===== config.mk =====
export PLATFORM = sky130hd
export DESIGN_NAME = draw_sprite
export DESIGN_NICKNAME = d
export VERILOG_FILES = /design/src/rtl/vga_pkg.sv /design/src/rtl/vga_delay.sv /design/src/rtl/draw_sprite.sv
export SDC_FILE = /design/constraint.sdc
export NUM_CORES = 1
export LEC_CHECK = 0
export BUFFER_PORTS_ARGS = -buffer_cell sky130_fd_sc_hd__buf_2
export CORE_ASPECT_RATIO = 1.2
export CORE_UTILIZATION = 50
export CTS_BUF_LIST = sky130_fd_sc_hd__clkbuf_4 sky130_fd_sc_hd__clkbuf_8
export DETAILED_ROUTE_END_ITERATION = 10
export GPL_TIMING_DRIVEN = 0
export HOLD_SLACK_MARGIN = 0.03
export PLACE_DENSITY = 0.73
export SLEW_MARGIN = 30
export SYNTH_ARGS = -nofsm -noshare
export SYNTH_HDL_FRONTEND = slang
export SYNTH_SLANG_ARGS = --single-unit

===== constraint.sdc =====
create_clock -name pclk -period 9.11 [get_ports pclk]
set_clock_uncertainty 0.2 [all_clocks]
set_input_delay 2.2775 -clock pclk [delete_from_list [all_inputs] [get_ports pclk]]
set_output_delay 2.2775 -clock pclk [all_outputs]
set_load 0.05 [all_outputs]

===== src/rtl/vga_pkg.sv =====
`default_nettype none
// ============================================================================
// Package : vga_pkg
// Brief   : Shared widths, default colour key and timing bundle for the VGA
//           pixel pipeline stages.
// Rev     : 1.0 - initial release
// ============================================================================
package vga_pkg;

  localparam int COUNT_W = 11;
  localparam int POS_W   = 12;
  localparam int RGB_W   = 12;

  localparam logic [RGB_W-1:0] KEY_COLOR_DEFAULT = 12'hF0F;

  // Everything a downstream stage needs to know where the beam is
  typedef struct packed {
    logic [COUNT_W-1:0] hcount;
    logic [COUNT_W-1:0] vcount;
    logic               hsync;
    logic               vsync;
    logic               hblnk;
    logic               vblnk;
  } vga_timing_t;

  localparam int TIMING_W = $bits(vga_timing_t);

endpackage
`default_nettype wire


===== src/rtl/vga_delay.sv =====
`default_nettype none
// ============================================================================
// Module : vga_delay
// Brief  : Fixed-depth shift register with synchronous reset, used to keep
//          side-band data aligned with pipelined pixel processing.
// Rev    : 1.0 - initial release
// ============================================================================
module vga_delay #(
  parameter int WIDTH = 1,
  parameter int DEPTH = 1
) (
  input  logic             clk,
  input  logic             rst,
  input  logic [WIDTH-1:0] i_data,
  output logic [WIDTH-1:0] o_data
);

  logic [WIDTH-1:0] r_stage [DEPTH];

  genvar gi;
  generate
    for (gi = 0; gi < DEPTH; gi++) begin : g_stage
      if (gi == 0) begin : g_first
        // First stage captures the incoming word
        always_ff @(posedge clk) begin
          if (rst) r_stage[gi] <= '0;
          else     r_stage[gi] <= i_data;
        end
      end else begin : g_next
        // Later stages shift the word one step along
        always_ff @(posedge clk) begin
          if (rst) r_stage[gi] <= '0;
          else     r_stage[gi] <= r_stage[gi-1];
        end
      end
    end
  endgenerate

  assign o_data = r_stage[DEPTH-1];

endmodule
`default_nettype wire


===== src/rtl/draw_sprite.sv =====
`default_nettype none
// ============================================================================
// Module : draw_sprite
// Brief  : Overlays a ROM-backed sprite on the VGA stream at a frame-latched
//          position, with optional 2x scaling and colour-key transparency.
//          All timing signals are delay-matched to the composited colour.
// Rev    : 1.0 - initial release
// ============================================================================
module draw_sprite
  import vga_pkg::*;
#(
  parameter int              SPRITE_W    = 48,
  parameter int              SPRITE_H    = 64,
  parameter int              ROM_LATENCY = 1,
  parameter int              ADDR_W      = 12,
  parameter logic [RGB_W-1:0] KEY_COLOR  = KEY_COLOR_DEFAULT
) (
  input  logic               pclk,
  input  logic               rst,
  input  logic [COUNT_W-1:0] hcount_in,
  input  logic [COUNT_W-1:0] vcount_in,
  input  logic               hsync_in,
  input  logic               vsync_in,
  input  logic               hblnk_in,
  input  logic               vblnk_in,
  input  logic [RGB_W-1:0]   rgb_in,
  input  logic [POS_W-1:0]   x_pos,
  input  logic [POS_W-1:0]   y_pos,
  input  logic               scale_2x,
  input  logic               sprite_en,
  input  logic               key_en,
  input  logic [RGB_W-1:0]   rgb_pixel,
  output logic [ADDR_W-1:0]  pixel_addr,
  output logic [COUNT_W-1:0] hcount_out,
  output logic [COUNT_W-1:0] vcount_out,
  output logic               hsync_out,
  output logic               vsync_out,
  output logic               hblnk_out,
  output logic               vblnk_out,
  output logic [RGB_W-1:0]   rgb_out
);

  // One extra bit so that position + span can never wrap
  localparam int EXT_W     = POS_W + 1;
  localparam int PROD_W    = 18;
  localparam int DLY_DEPTH = ROM_LATENCY + 1;

  localparam logic [EXT_W-1:0] C_SPAN_X1 = EXT_W'(SPRITE_W);
  localparam logic [EXT_W-1:0] C_SPAN_X2 = EXT_W'(2 * SPRITE_W);
  localparam logic [EXT_W-1:0] C_SPAN_Y1 = EXT_W'(SPRITE_H);
  localparam logic [EXT_W-1:0] C_SPAN_Y2 = EXT_W'(2 * SPRITE_H);

  logic [POS_W-1:0] r_x_act;
  logic [POS_W-1:0] r_y_act;
  logic             r_scale_act;
  logic             r_en_act;
  logic             r_key_act;
  logic             r_vblnk_prev;
  logic             w_vblnk_rise;

  assign w_vblnk_rise = vblnk_in & ~r_vblnk_prev;

  // Capture sprite controls once per frame, at the start of vertical blanking
  always_ff @(posedge pclk) begin
    if (rst) begin
      r_x_act      <= '0;
      r_y_act      <= '0;
      r_scale_act  <= 1'b0;
      r_en_act     <= 1'b0;
      r_key_act    <= 1'b0;
      r_vblnk_prev <= 1'b0;
    end else begin
      r_vblnk_prev <= vblnk_in;
      if (w_vblnk_rise) begin
        r_x_act     <= x_pos;
        r_y_act     <= y_pos;
        r_scale_act <= scale_2x;
        r_en_act    <= sprite_en;
        r_key_act   <= key_en;
      end
    end
  end

  logic [EXT_W-1:0]  w_h;
  logic [EXT_W-1:0]  w_v;
  logic [EXT_W-1:0]  w_x;
  logic [EXT_W-1:0]  w_y;
  logic [EXT_W-1:0]  w_x_end;
  logic [EXT_W-1:0]  w_y_end;
  logic [EXT_W-1:0]  w_dx;
  logic [EXT_W-1:0]  w_dy;
  logic [EXT_W-1:0]  w_col;
  logic [EXT_W-1:0]  w_row;
  logic              w_hit;
  logic [ADDR_W-1:0] w_addr;

  // Hit test and source-pixel address for the current input sample
  always_comb begin
    w_h     = EXT_W'(hcount_in);
    w_v     = EXT_W'(vcount_in);
    w_x     = EXT_W'(r_x_act);
    w_y     = EXT_W'(r_y_act);
    w_x_end = w_x + (r_scale_act ? C_SPAN_X2 : C_SPAN_X1);
    w_y_end = w_y + (r_scale_act ? C_SPAN_Y2 : C_SPAN_Y1);
    w_hit   = r_en_act & ~hblnk_in & ~vblnk_in &
              (w_h >= w_x) & (w_h < w_x_end) &
              (w_v >= w_y) & (w_v < w_y_end);
    w_dx    = w_h - w_x;
    w_dy    = w_v - w_y;
    w_col   = r_scale_act ? (w_dx >> 1) : w_dx;
    w_row   = r_scale_act ? (w_dy >> 1) : w_dy;
    w_addr  = ADDR_W'(PROD_W'(w_row) * PROD_W'(SPRITE_W) + PROD_W'(w_col));
  end

  logic [ADDR_W-1:0] r_pixel_addr;

  // Present the ROM address one cycle after the sample; misses read address 0
  always_ff @(posedge pclk) begin
    if (rst) r_pixel_addr <= '0;
    else     r_pixel_addr <= w_hit ? w_addr : '0;
  end

  assign pixel_addr = r_pixel_addr;

  vga_timing_t      w_tim_in;
  vga_timing_t      w_tim_dly;
  logic [RGB_W-1:0] w_rgb_dly;
  logic             w_hit_dly;

  assign w_tim_in = {hcount_in, vcount_in, hsync_in, vsync_in, hblnk_in, vblnk_in};

  vga_delay #(.WIDTH(TIMING_W), .DEPTH(DLY_DEPTH)) u_dly_timing (
    .clk    (pclk),
    .rst    (rst),
    .i_data (w_tim_in),
    .o_data (w_tim_dly)
  );

  vga_delay #(.WIDTH(RGB_W), .DEPTH(DLY_DEPTH)) u_dly_rgb (
    .clk    (pclk),
    .rst    (rst),
    .i_data (rgb_in),
    .o_data (w_rgb_dly)
  );

  vga_delay #(.WIDTH(1), .DEPTH(DLY_DEPTH)) u_dly_hit (
    .clk    (pclk),
    .rst    (rst),
    .i_data (w_hit),
    .o_data (w_hit_dly)
  );

  logic             w_keyed;
  logic [RGB_W-1:0] w_rgb_next;

  assign w_keyed    = r_key_act & (rgb_pixel == KEY_COLOR);
  assign w_rgb_next = (w_hit_dly & ~w_keyed) ? rgb_pixel : w_rgb_dly;

  vga_timing_t      r_tim_out;
  logic [RGB_W-1:0] r_rgb_out;

  // Output register: composited colour alongside its matching timing
  always_ff @(posedge pclk) begin
    if (rst) begin
      r_tim_out <= '0;
      r_rgb_out <= '0;
    end else begin
      r_tim_out <= w_tim_dly;
      r_rgb_out <= w_rgb_next;
    end
  end

  assign hcount_out = r_tim_out.hcount;
  assign vcount_out = r_tim_out.vcount;
  assign hsync_out  = r_tim_out.hsync;
  assign vsync_out  = r_tim_out.vsync;
  assign hblnk_out  = r_tim_out.hblnk;
  assign vblnk_out  = r_tim_out.vblnk;
  assign rgb_out    = r_rgb_out;

endmodule
`default_nettype wire


==> impl_metrics.tcl, run 1 <==
set metrics [dict create \
    hold_path_class "reg2reg" \
    synth_ff_type "dfxtp_1" \
    rsz0062_at_grt "no" \
    r2r_end "pixel_addr[11]$_SDFF_PP0_" \
    cts_buffers 17 \
    track_usage 0.216 \
    dp_hpwl_mm 11.2 \
    dieArea_mm2 0.0140 \
    ctsHoldBuffers 0 \
    cp_max_fo 5 \
    power_switching_mw 0.525 \
    clkLatencyLatePin_ns 0.45 \
    setup_viol 0 \
    switching_share 0.311 \
    ant_nets 0 \
    drc 0 \
    synth.area.top_cells "dfxtp_1, nor2b_1, ha_1" \
    setup.worst_path.start "vcount_in[0]" \
    die_y_um 129 \
    routedWlPerCell_um 13.6 \
    seq_area_frac_synth 0.458 \
    synth_compound_area_frac 0.117 \
    path_clk_slew_ns 0.10 \
    holdPathStages 1 \
    p_leak_nw 3.66 \
    yosys-top-cells-count "dfxtp_1, nor2b_1, nand2_1, a21oi_1, ha_1" \
    relSlewSlack 0.581 \
    synth_area_mm2 0.00677 \
    grt_pass1_vias 4939 \
    cp-endpoint "pixel_addr[11]$_SDFF_PP0_" \
    finalPower_mw 1.69 \
    r2r_start "r_scale_act$_SDFFE_PP0P_" \
    placementRows 46 \
    p_comb_frac 0.256 \
    core_area_mm2 0.0132 \
    synth.area.mux_share 0.0194 \
    gp_congestion 0.843 \
    path_class "in2reg" \
    dieWidth_um 108 \
    synthDistinctLibCells 54 \
    yosysTopAreaCell "dfxtp_1" \
    status "finished clean" \
    slew_violations 0 \
    drt_iter0_drc 295 \
    p_per_area_mw_per_mm2 210 \
    synthToLayoutAreaGrowth_pct 18.8 \
    synth_nets 865 \
    min_from "u_dly_rgb.r_stage[0][2]$_SDFF_PP0_" \
    fmax_mhz 155 \
    start_util 0.511 \
    cts-root-buf "clkbuf_8" \
    p_int_mw 1.16 \
    clkPwrFrac 0.321 \
    synthAdderAreaFrac 0.111 \
    dr.pass1.iters 6 \
    finalSetupTns_ns 0 \
    worstPathRequired_ns 9.25 \
    cts_tree "yes" \
    grt.overflow.total 0 \
    synth_warnings 0 \
    finalCriticalPeriod_ns 6.46 \
    cts_buffer_depth 2 \
    irDropWorstVdd_mv 0.121 \
    vias 5252 \
    post-synth-top-count-cell "dfxtp_1" \
    synth_xor_area_frac 0.0460 \
    grt_max_degree 17 \
    cts.sinks 155 \
    ios 129 \
    synth_top_area_frac 0.458 \
    io_buffers 127 \
    synth_top_family_by_area "simple AND/OR/NAND/NOR gates" \
    postSynthCellCount 729 \
    final_hold_viol_count 0 \
    layout.nets 1011 \
    antenna_found_initial 2 \
    synth-async-reset-ratio 0 \
    synth-simple-area-share 0.206 \
    post-route-period-util 0.709 \
    drv_cap 0 \
    viasPerCell 4.96 \
    pwr-share-seq 0.423 \
    synth_seq_cells 155 \
    end_kind "flip-flop" \
    r2r_cells 18 \
    cts_max_level 4 \
    wl_mm 14.3 \
    cts_setup_buffers 0 \
    post_cts_resized 0 \
    start_kind "primary input" \
    grt_pass1_wl_mm 22.9 \
    synth_edf_count 0 \
    drive_gt1_frac 0.191 \
    worstPathArrival_ns 6.60 \
    worst_pin_slew_ns 0.621 \
    avgSynthCellArea_um2 9.28 \
    rrSetupSlack_ns 4.28 \
]
## area by class of cell
class,count,area (µm²)
Inverter,46,173
Tap cell,168,210
Clock inverter,14,175
Timing Repair Buffer,127,636
Buffer,28,108
Multi-Input combinational cell,500,3380
Clock buffer,18,248
Fill cell,1187,5200
Sequential cell,155,3100
Antenna cell,2,5.00
## per-layer routing
metal / share of wire / track usage
met1: 0.43 / 0.250
met2: 0.49 / 0.375
met3: 0.052 / 0.0493
met4: 0.026 / 0.103
met5: 0 / 0
## through the flow
stage	worst slack, ns	cell area (µm²)	std cells	utilization	hold slack (ns)
finish	2.65	8040	1058	0.607	0.230
CTS	2.67	8040	1056	0.607	0.233
global route	2.31	8040	1058	0.607	0.228
global placement	2.26	7610	1024	0.575	0.216
detailed placement	2.21	7610	1024	0.575	0.220
floorplan	2.85	6770	729	-	0.214
## placed cells by master, fill, tap and decap left out, drive strengths merged, types with 3 or more instances in the layout
master / instances
a211oi: 5
xnor2: 23
inv: 53
clkbuf: 40
nor3: 8
o21ai: 18
nand2b: 7
fa: 5
o2111ai: 3
nor2b: 108
nor2: 41
buf: 133
nor4: 3
ha: 52
mux2i: 12
and3: 3
dfxtp: 155
clkinv: 4
a31oi: 4
a21oi: 55
o21a: 6
a21o: 11
nand2: 82
nand3: 6
and2: 3
xor2: 10
nand4: 8
## kinds of logic (layout without fill, tap and decap cells)
group,Yosys count,after routing
muxes,13,13
and+or+nand+nor,272,272
AOI/OAI and AO/OA,124,124
xor gates and xnor gates,34,34
DFF,155,155
other,0,2
buffers and inverters,74,233
adders and majority gates,57,57
## flip-flops by register name, indices dropped and copies added, names as in the netlist
name                  cells
u_dly_rgb.r_stage        24
r_en_act                  1
hsync_out                 1
u_dly_hit.r_stage         2
vsync_out                 1
r_key_act                 1
r_x_act                  12
hblnk_out                 1
vcount_out               11
u_dly_timing.r_stage     52
vblnk_out                 1
hcount_out               11
rgb_out                  12
r_y_act                  12
r_scale_act               1
pixel_addr               12
## worst max-delay path: stages
cell      delay (ns)
buf_2           0.09
inv_1           0.11
ha_1            0.23
inv_1           0.07
fa_1            0.44
a211oi_1        0.32
nor2_1          0.11
xor2_1          0.17
nand2_1         0.07
o21ai_0         0.12
ha_1            0.37
a21oi_1         0.22
xnor2_1         0.10
ha_1            0.37
nand3_1         0.11
o211ai_1        0.12
o21ai_0         0.20
nand2b_1        0.08
a21oi_1         0.24
xnor3_1         0.37
xor2_1          0.16
xnor2_1         0.19
nor2_1          0.06
## power by group through the flow
| stage | sequential [mW] | combinational [mW] | clock (mW) |
|---|---|---|---|
| floorplan | 0.743 | 0.319 | 0 |
| global placement | 0.729 | 0.421 | 0 |
| detailed placement | 0.730 | 0.428 | 0 |
| CTS | 0.714 | 0.432 | 0.551 |
| global route | 0.717 | 0.487 | 0.584 |
| finish | 0.714 | 0.432 | 0.541 |
## worst min-delay path by stage
stage          slack, ns                                endpoint
3_3_place_gp        0.22  u_dly_timing.r_stage[1][18]$_SDFF_PP0_
4_1_cts             0.23      u_dly_rgb.r_stage[1][2]$_SDFF_PP0_
2_1_floorplan       0.21                    hblnk_out$_SDFF_PP0_
3_5_place_dp        0.22                    hblnk_out$_SDFF_PP0_
6_report            0.23      u_dly_rgb.r_stage[1][2]$_SDFF_PP0_
5_1_grt             0.23      u_dly_rgb.r_stage[1][2]$_SDFF_PP0_
Power figures use the tool's default switching activity.
==> inputs of run 2 (changes only) <==
Clock period 9.11 ns to 6 ns, I/O delays scaled along.
==> run 2 against run 1 <==
- worst hold slack about the same
- worst setup slack worse by 2.2 ns
- register-to-register slack worse by 3.0 ns
- highest routed layer unchanged
- power up 52%
- critical path type unchanged
- first-iteration DRC count down 0.68%
==> impl_metrics.tcl, run 2 (same netlist as run 1, synthesis figures left out) <==
set metrics [dict create \
    status "finished clean" \
    rsz0062_at_grt "no" \
    p_leak_nw 3.66 \
    drive_gt1_frac 0.193 \
    clkLatencyLatePin_ns 0.45 \
    layout_commonest_cell "dfxtp_1" \
    grt_busiest_layer "met2" \
    path_class "in2reg" \
    post_cts_resized 0 \
    finalPower_mw 2.57 \
    ios 129 \
    antenna_found_initial 2 \
    layout_common_cells "dfxtp_1, buf_2, nor2b_1" \
    ctsHoldBuffers 0 \
    cts_buffer_depth 2 \
    placementRows 46 \
    largest_register "u_dly_timing.r_stage" \
    drv_cap 0 \
    path_clk_slew_ns 0.10 \
    dpl_worst_slack_ns -0.127 \
    hold_path_class "reg2reg" \
    slew_violations 0 \
    use_met1 0.250 \
    worst_pin_slew_ns 0.621 \
    finalCriticalPeriod_ns 5.59 \
    routedWlPerCell_um 13.6 \
    start_util 0.511 \
    synthToLayoutAreaGrowth_pct 18.9 \
    rrSetupSlack_ns 1.25 \
    ant_nets 0 \
    worstPathRequired_ns 6.14 \
    reg_top3 "u_dly_timing.r_stage (52), u_dly_rgb.r_stage (24)" \
    grt_pass1_wl_mm 22.9 \
    cts.sinks 155 \
    viasPerCell 4.95 \
    start_kind "primary input" \
    drt_iter0_drc 293 \
    setup.worst_path.start "vcount_in[0]" \
    gp_congestion 0.843 \
    layout.nets 1011 \
    vias 5232 \
    largest_reg_flops 52 \
    grt_pass1_vias 4939 \
    fin_cells 1058 \
    cts_setup_buffers 0 \
    drc 0 \
    r2r_start "r_scale_act$_SDFFE_PP0P_" \
    cts_max_level 4 \
    cts_tree "yes" \
    final_hold_viol_count 0 \
    cts-root-buf "clkbuf_8" \
    cp-endpoint "pixel_addr[11]$_SDFF_PP0_" \
    dieArea_mm2 0.0140 \
    worstPathArrival_ns 5.73 \
    cp_max_fo 5 \
    grtUsageMet3 0.0493 \
    core_area_mm2 0.0132 \
    final.fill_count 1188 \
    grt.overflow.total 0 \
    dieWidth_um 108 \
    dr.pass1.iters 4 \
    track_usage 0.216 \
    p_per_area_mw_per_mm2 319 \
    die_y_um 129 \
    setup_viol 0 \
    r2r_end "pixel_addr[11]$_SDFF_PP0_" \
    post-route-period-util 0.932 \
    fmax_mhz 179 \
    grt_max_degree 17 \
    dp_hpwl_mm 11.2 \
    holdWs_ns 0.230 \
    wl_mm 14.3 \
    end_kind "flip-flop" \
    irDropWorstVdd_mv 0.194 \
    cts_buffers 17 \
    relSlewSlack 0.581 \
    io_buffers 127 \
    r2r_cells 18 \
    grt_use_met2 0.375 \
    place_inst 1024 \
    worst_slack_ns 0.410 \
]
## run 2: changes by cell type in the layout (fill, tap and decap cells not counted)
cell	delta
a21oi_1	-1
a21oi_2	+1
## run 2: routing by layer
layer / up-vias / routed length [µm]
li1: 2709 / -
met3: 34 / 642
met4: 0 / 372
met5: - / 0
met2: 127 / 7080
met1: 2362 / 6240
## run 2: area by class of cell
cell class | instances | area, µm² | area share
Buffer | 28 | 108 | 0.0134
Inverter | 46 | 173 | 0.0215
Tap cell | 168 | 210 | 0.0261
Sequential cell | 155 | 3100 | 0.386
Clock buffer | 18 | 248 | 0.0308
Antenna cell | 2 | 5.00 | 0.000622
Clock inverter | 14 | 175 | 0.0218
Timing Repair Buffer | 127 | 636 | 0.0790
Multi-Input combinational cell | 500 | 3390 | 0.421
## run 2: worst min-delay path by stage
| stage | to | cells past startpoint | from |
|---|---|---|---|
| 3_3_place_gp | u_dly_timing.r_stage[1][18]$_SDFF_PP0_ | 1 | u_dly_timing.r_stage[0][18]$_SDFF_PP0_ |
| 2_1_floorplan | hblnk_out$_SDFF_PP0_ | 1 | u_dly_timing.r_stage[1][1]$_SDFF_PP0_ |
| 3_5_place_dp | hblnk_out$_SDFF_PP0_ | 1 | u_dly_timing.r_stage[1][1]$_SDFF_PP0_ |
| 4_1_cts | u_dly_rgb.r_stage[1][2]$_SDFF_PP0_ | 1 | u_dly_rgb.r_stage[0][2]$_SDFF_PP0_ |
| 6_report | u_dly_rgb.r_stage[1][2]$_SDFF_PP0_ | 1 | u_dly_rgb.r_stage[0][2]$_SDFF_PP0_ |
| 5_1_grt | u_dly_rgb.r_stage[1][2]$_SDFF_PP0_ | 1 | u_dly_rgb.r_stage[0][2]$_SDFF_PP0_ |
## run 2: critical path, cell delays in order
cell and delay [ns]:
buf_2 0.09, inv_1 0.11, ha_1 0.23, inv_1 0.07, fa_1 0.44, a211oi_1 0.32, nor2_1 0.11, xor2_1 0.17
nand2_1 0.07, o21ai_0 0.12, ha_1 0.37, a21oi_1 0.22, xnor2_1 0.10, ha_1 0.37, nand3_1 0.11, o211ai_1 0.12
o21ai_0 0.20, nand2b_1 0.10, a21oi_2 0.18, xnor3_1 0.33, xor2_1 0.16, xnor2_1 0.18, nor2_1 0.06
## run 2: through the flow
stage	instance area [µm²]	TNS, ns	util
floorplan	6770	0	-
global placement	7610	-0.0720	0.575
detailed placement	7610	-0.127	0.575
CTS	8040	0	0.607
global route	8050	0	0.608
finish	8050	0	0.608
## run 2: where the power goes
part	internal [mW]	leakage (nW)	switching [mW]
Combinational	0.300	2.17	0.362
Clock	0.399	0.214	0.423
Sequential	1.07	1.27	0.0159
